**src/rtl/dc_ac_probe_pkg.sv**
```systemverilog
// Shared constants for the DC+AC probe: 16-point cosine reference, sine phase offset,
// FSM states and the accumulator-width rule.
package dc_ac_probe_pkg;

  localparam int COEF_WIDTH = 12;
  localparam int LUT_N      = 16;
  localparam int SIN_OFFSET = 4;

  // round(2047*cos(2*pi*p/16)); sin[p] is read as cos[(p-4) mod 16]
  localparam logic signed [COEF_WIDTH-1:0] COS_LUT [LUT_N] = '{
     12'sd2047,  12'sd1891,  12'sd1447,  12'sd783,
     12'sd0,    -12'sd783,  -12'sd1447, -12'sd1891,
    -12'sd2047, -12'sd1891, -12'sd1447, -12'sd783,
     12'sd0,     12'sd783,   12'sd1447,  12'sd1891
  };

  typedef enum logic [1:0] {
    S_IDLE  = 2'd0,
    S_ACCUM = 2'd1,
    S_FLUSH = 2'd2,
    S_DONE  = 2'd3
  } state_t;

  function automatic int acc_width(input int sample_w, input int coef_w, input int n_samples);
    return sample_w + coef_w + $clog2(n_samples) + 1;
  endfunction

endpackage

```
**src/rtl/dc_ac_probe_mac.sv**
```systemverilog
// One correlation lane: stage 1 registers the full-width signed product,
// stage 2 sign-extends it into the running accumulator.
module dc_ac_probe_mac #(
  parameter int SAMPLE_W = 16,
  parameter int COEF_W   = 12,
  parameter int ACC_W    = 35
) (
  input  logic                       clk,
  input  logic                       rst,
  input  logic                       i_clear,
  input  logic                       i_en,
  input  logic signed [SAMPLE_W-1:0] i_sample,
  input  logic signed [COEF_W-1:0]   i_coef,
  output logic signed [ACC_W-1:0]    o_acc
);

  localparam int PROD_W = SAMPLE_W + COEF_W;

  logic signed [PROD_W-1:0] w_sample_ext;
  logic signed [PROD_W-1:0] w_coef_ext;
  logic signed [PROD_W-1:0] w_prod;
  logic signed [ACC_W-1:0]  w_prod_ext;
  logic signed [PROD_W-1:0] r_prod;
  logic                     r_vld;
  logic signed [ACC_W-1:0]  r_acc;

  assign w_sample_ext = {{COEF_W{i_sample[SAMPLE_W-1]}}, i_sample};
  assign w_coef_ext   = {{SAMPLE_W{i_coef[COEF_W-1]}}, i_coef};
  assign w_prod       = w_sample_ext * w_coef_ext;
  assign w_prod_ext   = {{(ACC_W-PROD_W){r_prod[PROD_W-1]}}, r_prod};

  // Two-stage multiply-accumulate; clear also squashes an in-flight product
  always_ff @(posedge clk) begin
    if (rst || i_clear) begin
      r_prod <= '0;
      r_vld  <= 1'b0;
      r_acc  <= '0;
    end else begin
      r_vld <= i_en;
      if (i_en) begin
        r_prod <= w_prod;
      end else begin
        r_prod <= r_prod;
      end
      if (r_vld) begin
        r_acc <= r_acc + w_prod_ext;
      end else begin
        r_acc <= r_acc;
      end
    end
  end

  assign o_acc = r_acc;

endmodule

```
**src/rtl/dc_ac_probe.sv**
```systemverilog
// DC + I/Q correlation probe: integrates CYCLES periods of 16 samples and reports
// the sample sum and its correlation against fixed cosine/sine references.
module dc_ac_probe
  import dc_ac_probe_pkg::*;
#(
  parameter int SAMPLE_W = 16,
  parameter int COEF_W   = COEF_WIDTH,
  parameter int PERIOD   = LUT_N,
  parameter int CYCLES   = 4,
  parameter int ACC_W    = acc_width(SAMPLE_W, COEF_W, PERIOD * CYCLES)
) (
  input  logic                       clk,
  input  logic                       rst,
  input  logic                       start,
  output logic                       busy,
  input  logic                       s_valid,
  input  logic signed [SAMPLE_W-1:0] s_data,
  output logic                       dropped,
  output logic                       res_valid,
  input  logic                       res_ready,
  output logic signed [ACC_W-1:0]    res_dc,
  output logic signed [ACC_W-1:0]    res_i,
  output logic signed [ACC_W-1:0]    res_q
);

  localparam int                N_SAMP  = PERIOD * CYCLES;
  localparam int                K_W     = $clog2(N_SAMP);
  localparam logic [K_W-1:0]    K_LAST  = K_W'(N_SAMP - 1);
  localparam logic [3:0]        SIN_OFS = 4'(SIN_OFFSET);

  state_t                    r_state;
  logic [3:0]                r_phase;
  logic [K_W-1:0]            r_k;
  logic [1:0]                r_flush;
  logic signed [SAMPLE_W-1:0] r_dc_x;
  logic                      r_dc_vld;
  logic signed [ACC_W-1:0]   r_dc_acc;

  logic                      w_clear;
  logic                      w_en;
  logic [3:0]                w_sin_idx;
  logic signed [COEF_W-1:0]  w_cos;
  logic signed [COEF_W-1:0]  w_sin;
  logic signed [ACC_W-1:0]   w_acc_i;
  logic signed [ACC_W-1:0]   w_acc_q;
  logic signed [ACC_W-1:0]   w_dc_ext;

  assign w_clear   = start && ((r_state == S_IDLE) || ((r_state == S_DONE) && res_ready));
  assign w_en      = s_valid && (r_state == S_ACCUM);
  assign w_sin_idx = r_phase - SIN_OFS;
  assign w_cos     = COS_LUT[r_phase];
  assign w_sin     = COS_LUT[w_sin_idx];
  assign w_dc_ext  = {{(ACC_W-SAMPLE_W){r_dc_x[SAMPLE_W-1]}}, r_dc_x};

  dc_ac_probe_mac #(.SAMPLE_W(SAMPLE_W), .COEF_W(COEF_W), .ACC_W(ACC_W)) u_mac_i (
    .clk(clk), .rst(rst), .i_clear(w_clear), .i_en(w_en),
    .i_sample(s_data), .i_coef(w_cos), .o_acc(w_acc_i)
  );

  dc_ac_probe_mac #(.SAMPLE_W(SAMPLE_W), .COEF_W(COEF_W), .ACC_W(ACC_W)) u_mac_q (
    .clk(clk), .rst(rst), .i_clear(w_clear), .i_en(w_en),
    .i_sample(s_data), .i_coef(w_sin), .o_acc(w_acc_q)
  );

  // DC lane: same two-stage timing as the MAC lanes, without the multiplier
  always_ff @(posedge clk) begin
    if (rst || w_clear) begin
      r_dc_x   <= '0;
      r_dc_vld <= 1'b0;
      r_dc_acc <= '0;
    end else begin
      r_dc_vld <= w_en;
      r_dc_x   <= w_en ? s_data : r_dc_x;
      r_dc_acc <= r_dc_vld ? (r_dc_acc + w_dc_ext) : r_dc_acc;
    end
  end

  // Run control; FLUSH spans three edges so results land exactly three cycles after the last sample
  always_ff @(posedge clk) begin
    if (rst) begin
      r_state   <= S_IDLE;
      r_phase   <= 4'd0;
      r_k       <= '0;
      r_flush   <= 2'd0;
      busy      <= 1'b0;
      dropped   <= 1'b0;
      res_valid <= 1'b0;
      res_dc    <= '0;
      res_i     <= '0;
      res_q     <= '0;
    end else begin
      dropped <= s_valid && (r_state != S_ACCUM);
      case (r_state)
        S_IDLE: begin
          if (start) begin
            r_state <= S_ACCUM;
            r_phase <= 4'd0;
            r_k     <= '0;
            busy    <= 1'b1;
          end
        end
        S_ACCUM: begin
          if (s_valid) begin
            r_phase <= r_phase + 4'd1;
            if (r_k == K_LAST) begin
              r_state <= S_FLUSH;
              r_flush <= 2'd0;
            end else begin
              r_k <= r_k + {{(K_W-1){1'b0}}, 1'b1};
            end
          end
        end
        S_FLUSH: begin
          if (r_flush == 2'd2) begin
            res_dc    <= r_dc_acc;
            res_i     <= w_acc_i;
            res_q     <= w_acc_q;
            res_valid <= 1'b1;
            busy      <= 1'b0;
            r_state   <= S_DONE;
          end else begin
            r_flush <= r_flush + 2'd1;
          end
        end
        S_DONE: begin
          if (res_ready) begin
            res_valid <= 1'b0;
            if (start) begin
              r_state <= S_ACCUM;
              r_phase <= 4'd0;
              r_k     <= '0;
              busy    <= 1'b1;
            end else begin
              r_state <= S_IDLE;
            end
          end
        end
        default: begin
          r_state <= S_IDLE;
          busy    <= 1'b0;
        end
      endcase
    end
  end

endmodule
```
**config.mk**
```make
export PLATFORM = sky130hd
export DESIGN_NAME = dc_ac_probe
export DESIGN_NICKNAME = d
export VERILOG_FILES = /design/src/rtl/dc_ac_probe_pkg.sv /design/src/rtl/dc_ac_probe_mac.sv /design/src/rtl/dc_ac_probe.sv
export SDC_FILE = /design/constraint.sdc
export NUM_CORES = 2
export LEC_CHECK = 0
export ABC_AREA = 1
export CORE_MARGIN = 4
export CORE_UTILIZATION = 40
export CTS_BUF_LIST = sky130_fd_sc_hd__clkbuf_8
export CTS_CLUSTER_SIZE = 40
export DETAILED_ROUTE_END_ITERATION = 8
export GPL_TIMING_DRIVEN = 0
export PLACE_DENSITY_LB_ADDON = 0.1
export SLEW_MARGIN = 10
export SYNTH_ARGS = -nofsm -noshare
export SYNTH_HDL_FRONTEND = slang
export SYNTH_SLANG_ARGS = --single-unit
```
**constraint.sdc**
```tcl
create_clock -name clk -period 5.67 [get_ports clk]
set_clock_uncertainty 0.15 [all_clocks]
set_input_delay 0.8505 -clock clk [delete_from_list [all_inputs] [get_ports clk]]
set_output_delay 0.8505 -clock clk [all_outputs]
set_load 0.01 [all_outputs]
```
==> run metrics <==
fraction of post-synthesis cell area in the top cell type by area around 22%; post-detailed-route via-to-cell ratio just over 5; H-tree depth 2; clock net sink count 300; register area ~6000 µm²; Longest Clk Path Bufs 3; Final WS setup -0.148 ns; proportion of synthesized flip-flops having asynchronous set or reset 0%; number of vias after detailed routing 30900; initial antenna violation count 3; number of core rows between 100 and 150; Die Footprint approximately 85000 µm²; number of nets with antenna violations after detailed routing 0; path type of the worst setup path input pin to flop; CP Max Fanout 10; DIE HEIGHT 292 µm; cts hold-fix bufs 0; final worst hold slack approximately 0.32 ns; wire length reported by the detailed router 116000 µm; number of cells produced by synthesis between 4000 and 5000; final estimated routing congestion in global placement 0.962; number of fill cells in the layout 8114; initial core utilization about two fifths; worst endpoint required time roughly 6.0 ns; clock tree from TritonCTS yes; first-pass GRT wire length around 180000 µm; total overflow reported by the global router 0; max frequency 172 MHz; via count of the first global-routing pass 30500; final clock period utilization by the worst path 103%; pin count of the biggest net entering global routing 22; setup violation total in the final timing report 22; final core area utilization between 40% and 50%; worst hold path type flop to flop; fraction of the yosys area taken by sequential cells about 19%; kind of start point of the critical path input pin; CP arrival about 6 ns; net count reported at finish 5597; setup repair after global routing missed its margin yes; global router's overall resource usage 26.7%; Area Overhead vs Synth 21.7%; Max-Cap Viols 0; Pre-antenna DRT Iters 6; number of storage elements in the synthesis netlist 300; status complete, but fails checks; Top FF cell, synth sky130_fd_sc_hd__dfxtp_1; yosys warns 0; tightest slew margin relative to the limit about 28%; detail-routed net length per standard cell about 19 µm; hpwl dp between 90000 and 100000 µm; final number of max-transition violations 0; number of buffers inserted during clock tree synthesis ~50; net count after synthesis about 5300; I/O Pins between 100 and 150; top post-synthesis cells by area sky130_fd_sc_hd__fa_1 (22%), sky130_fd_sc_hd__dfxtp_1 (19%), sky130_fd_sc_hd__nand2_1 (11%); DRC viols 0; area of the mapped netlist approximately 32000 µm²; mean post-synth cell area 6.90 µm²; area of the core ~80000 µm²; Final Hold Vio Count 0; DRT iter0 DRCs 2294; die boundary width between 200 and 300 µm; CTS root buf sky130_fd_sc_hd__clkbuf_8; clock-pin slew on the worst setup and hold paths 0.06 ns; violated checks setup timing; clock period minus worst slack just under 6 ns; Multi-input gate area 24200 µm²; Clock Latency Late Sink about 0.63 ns; Port Buffers about 120; cell type with the highest aggregate area in the netlist sky130_fd_sc_hd__fa_1; Crit. End Element flop; slew at the pin with the worst max-slew slack between 1 and 1.5 ns; share of cells above drive strength 1 ~14%; number of flops mapped to enable cells by yosys 0; count of distinct cell types in the synthesized netlist 48
-- metal layers --
metal	up-vias	GRT usage (%)	part of all wire (%)	routed length, µm
met4	2	6.59	3.0	3460
met1	14700	37.1	45	51700
li1	15000	-	-	-
met5	-	0.499	0.054	63
met2	957	44.0	46	53200
met3	181	3.88	6.6	7630
-- layout make-up --
type | count | area share [%]
sequential | 300 | 15.3
antenna | 1 | 0.00636
clock inverter | 22 | 0.573
inverter | 917 | 9.02
tap | 1050 | 3.34
multi-input combinational | 3333 | 61.6
clock buffer | 66 | 2.31
buffer | 135 | 1.98
timing repair buffer | 246 | 5.85
-- placed cells by master (no fill, tap or decap), types with 17 or more instances in the layout --
cell type                         count
sky130_fd_sc_hd__buf_4              111
sky130_fd_sc_hd__nor2_2              27
sky130_fd_sc_hd__clkbuf_2            17
sky130_fd_sc_hd__inv_1              839
sky130_fd_sc_hd__buf_2               23
sky130_fd_sc_hd__nor2_1             722
sky130_fd_sc_hd__clkbuf_1            63
sky130_fd_sc_hd__fa_2                29
sky130_fd_sc_hd__a21oi_2             23
sky130_fd_sc_hd__nand2_2             72
sky130_fd_sc_hd__xor2_1              59
sky130_fd_sc_hd__a21o_1              17
sky130_fd_sc_hd__ha_4                40
sky130_fd_sc_hd__nor3_1              18
sky130_fd_sc_hd__nand2_1            863
sky130_fd_sc_hd__dfxtp_1            296
sky130_fd_sc_hd__o21ai_0            213
sky130_fd_sc_hd__clkdlybuf4s50_1    113
sky130_fd_sc_hd__inv_2               60
sky130_fd_sc_hd__nand3_2             20
sky130_fd_sc_hd__nor2_4              28
sky130_fd_sc_hd__nand4_1             45
sky130_fd_sc_hd__ha_1               188
sky130_fd_sc_hd__fa_1               330
sky130_fd_sc_hd__nand2_4             33
sky130_fd_sc_hd__nand3_1            169
sky130_fd_sc_hd__o21bai_1            27
sky130_fd_sc_hd__o21ai_1             57
sky130_fd_sc_hd__clkbuf_8            68
sky130_fd_sc_hd__a21oi_1            207
-- logic make-up after synthesis --
kind of cell | share of synthesized area [%]
compound gates | 10.4
simple gates | 25.3
xor+xnor | 2.11
flops | 18.6
fa+ha+maj | 31.3
buf+inv | 12.4
-- final timing paths --
path	startpoint	to	slack (ns)	cells after the start
setup / recovery	s_data[0]	u_mac_q.r_prod[24]	-0.15	23
hold / removal	u_mac_q.r_prod[4]	u_mac_q.r_prod[4]	0.32	2
setup reg to reg	r_phase[0]	u_mac_i.r_prod[22]	-0.13	27
hold reg to reg	u_mac_q.r_prod[4]	u_mac_q.r_prod[4]	0.32	2
-- critical path, stage by stage --
cell	delay (ns)
sky130_fd_sc_hd__clkdlybuf4s50_1	0.71
sky130_fd_sc_hd__inv_2	0.21
sky130_fd_sc_hd__clkbuf_2	0.33
sky130_fd_sc_hd__nor2_1	0.34
sky130_fd_sc_hd__ha_1	0.20
sky130_fd_sc_hd__inv_1	0.05
sky130_fd_sc_hd__fa_1	0.50
sky130_fd_sc_hd__inv_1	0.07
sky130_fd_sc_hd__fa_1	0.47
sky130_fd_sc_hd__fa_1	0.50
sky130_fd_sc_hd__inv_1	0.05
sky130_fd_sc_hd__fa_1	0.50
sky130_fd_sc_hd__inv_2	0.05
sky130_fd_sc_hd__ha_4	0.32
sky130_fd_sc_hd__nand2_2	0.16
sky130_fd_sc_hd__o21ai_1	0.20
sky130_fd_sc_hd__nand2_1	0.12
sky130_fd_sc_hd__nand2_1	0.07
sky130_fd_sc_hd__nand2_1	0.07
sky130_fd_sc_hd__nand4_1	0.11
sky130_fd_sc_hd__nand3_2	0.09
sky130_fd_sc_hd__o211ai_1	0.11
sky130_fd_sc_hd__inv_1	0.06
-- sequential cells by signal, indices dropped and copies added (netlist names) --
signal,flops
res_valid,1
u_mac_q.o_acc,35
u_mac_i.r_vld,1
r_flush,2
busy,1
res_q,35
u_mac_i.o_acc,35
res_dc,35
dropped,1
res_i,35
r_state,2
r_dc_x,16
r_dc_acc,35
u_mac_q.r_prod,28
r_phase,4
r_k,6
u_mac_i.r_prod,28
-- what timing repair did --
item / 4_1_cts / 5_1_grt
gates cloned: 3 / 3
endpoints found under the setup margin: 40 / 37
resized for setup: 422 / 267
buffers inserted: 78 / 39
pin swaps: 113 / 130
-- per-stage QoR --
stage / worst slack (ns) / instance area (µm²) / TNS (ns) / instances
after global placement: -1.53 / 34900 / -49.93 / 5858
after CTS: -0.0831 / 38100 / -0.827 / 6027
after global routing: -0.316 / 39300 / -6.57 / 6070
after floorplan: -0.000449 / 32300 / -0.000449 / 4685
final: -0.148 / 39300 / -1.57 / 6070
after detailed placement: -1.50 / 34900 / -48.97 / 5858
-- Yosys cell counts, types with 2 or more instances --
library cell and n:
sky130_fd_sc_hd__nor3b_1 2, sky130_fd_sc_hd__inv_2 19, sky130_fd_sc_hd__nand2_1 966, sky130_fd_sc_hd__xor2_1 61, sky130_fd_sc_hd__a31o_1 2, sky130_fd_sc_hd__o211ai_1 11, sky130_fd_sc_hd__clkbuf_1 92, sky130_fd_sc_hd__o221ai_1 6
sky130_fd_sc_hd__o22ai_1 2, sky130_fd_sc_hd__nand3_1 189, sky130_fd_sc_hd__nand4_1 45, sky130_fd_sc_hd__o21bai_1 30, sky130_fd_sc_hd__inv_1 895, sky130_fd_sc_hd__nand3b_1 10, sky130_fd_sc_hd__nand2_2 4, sky130_fd_sc_hd__o21ai_0 240
sky130_fd_sc_hd__fa_1 359, sky130_fd_sc_hd__buf_2 34, sky130_fd_sc_hd__o21ai_1 48, sky130_fd_sc_hd__nor3_1 26, sky130_fd_sc_hd__a21o_1 18, sky130_fd_sc_hd__a31oi_1 8, sky130_fd_sc_hd__clkinv_1 3, sky130_fd_sc_hd__xnor2_1 17
sky130_fd_sc_hd__or2_0 2, sky130_fd_sc_hd__buf_1 8, sky130_fd_sc_hd__nor4_1 5, sky130_fd_sc_hd__a31o_2 2, sky130_fd_sc_hd__a211oi_1 3, sky130_fd_sc_hd__or2_2 7, sky130_fd_sc_hd__a21oi_1 239, sky130_fd_sc_hd__ha_1 233
sky130_fd_sc_hd__nor2_1 776, sky130_fd_sc_hd__or2_1 5, sky130_fd_sc_hd__dfxtp_1 300, sky130_fd_sc_hd__o21a_1 6
Power is left out: the tool's default activity adds up to more than one toggle a clock period on the data nets, which glitch-free logic cannot reach.
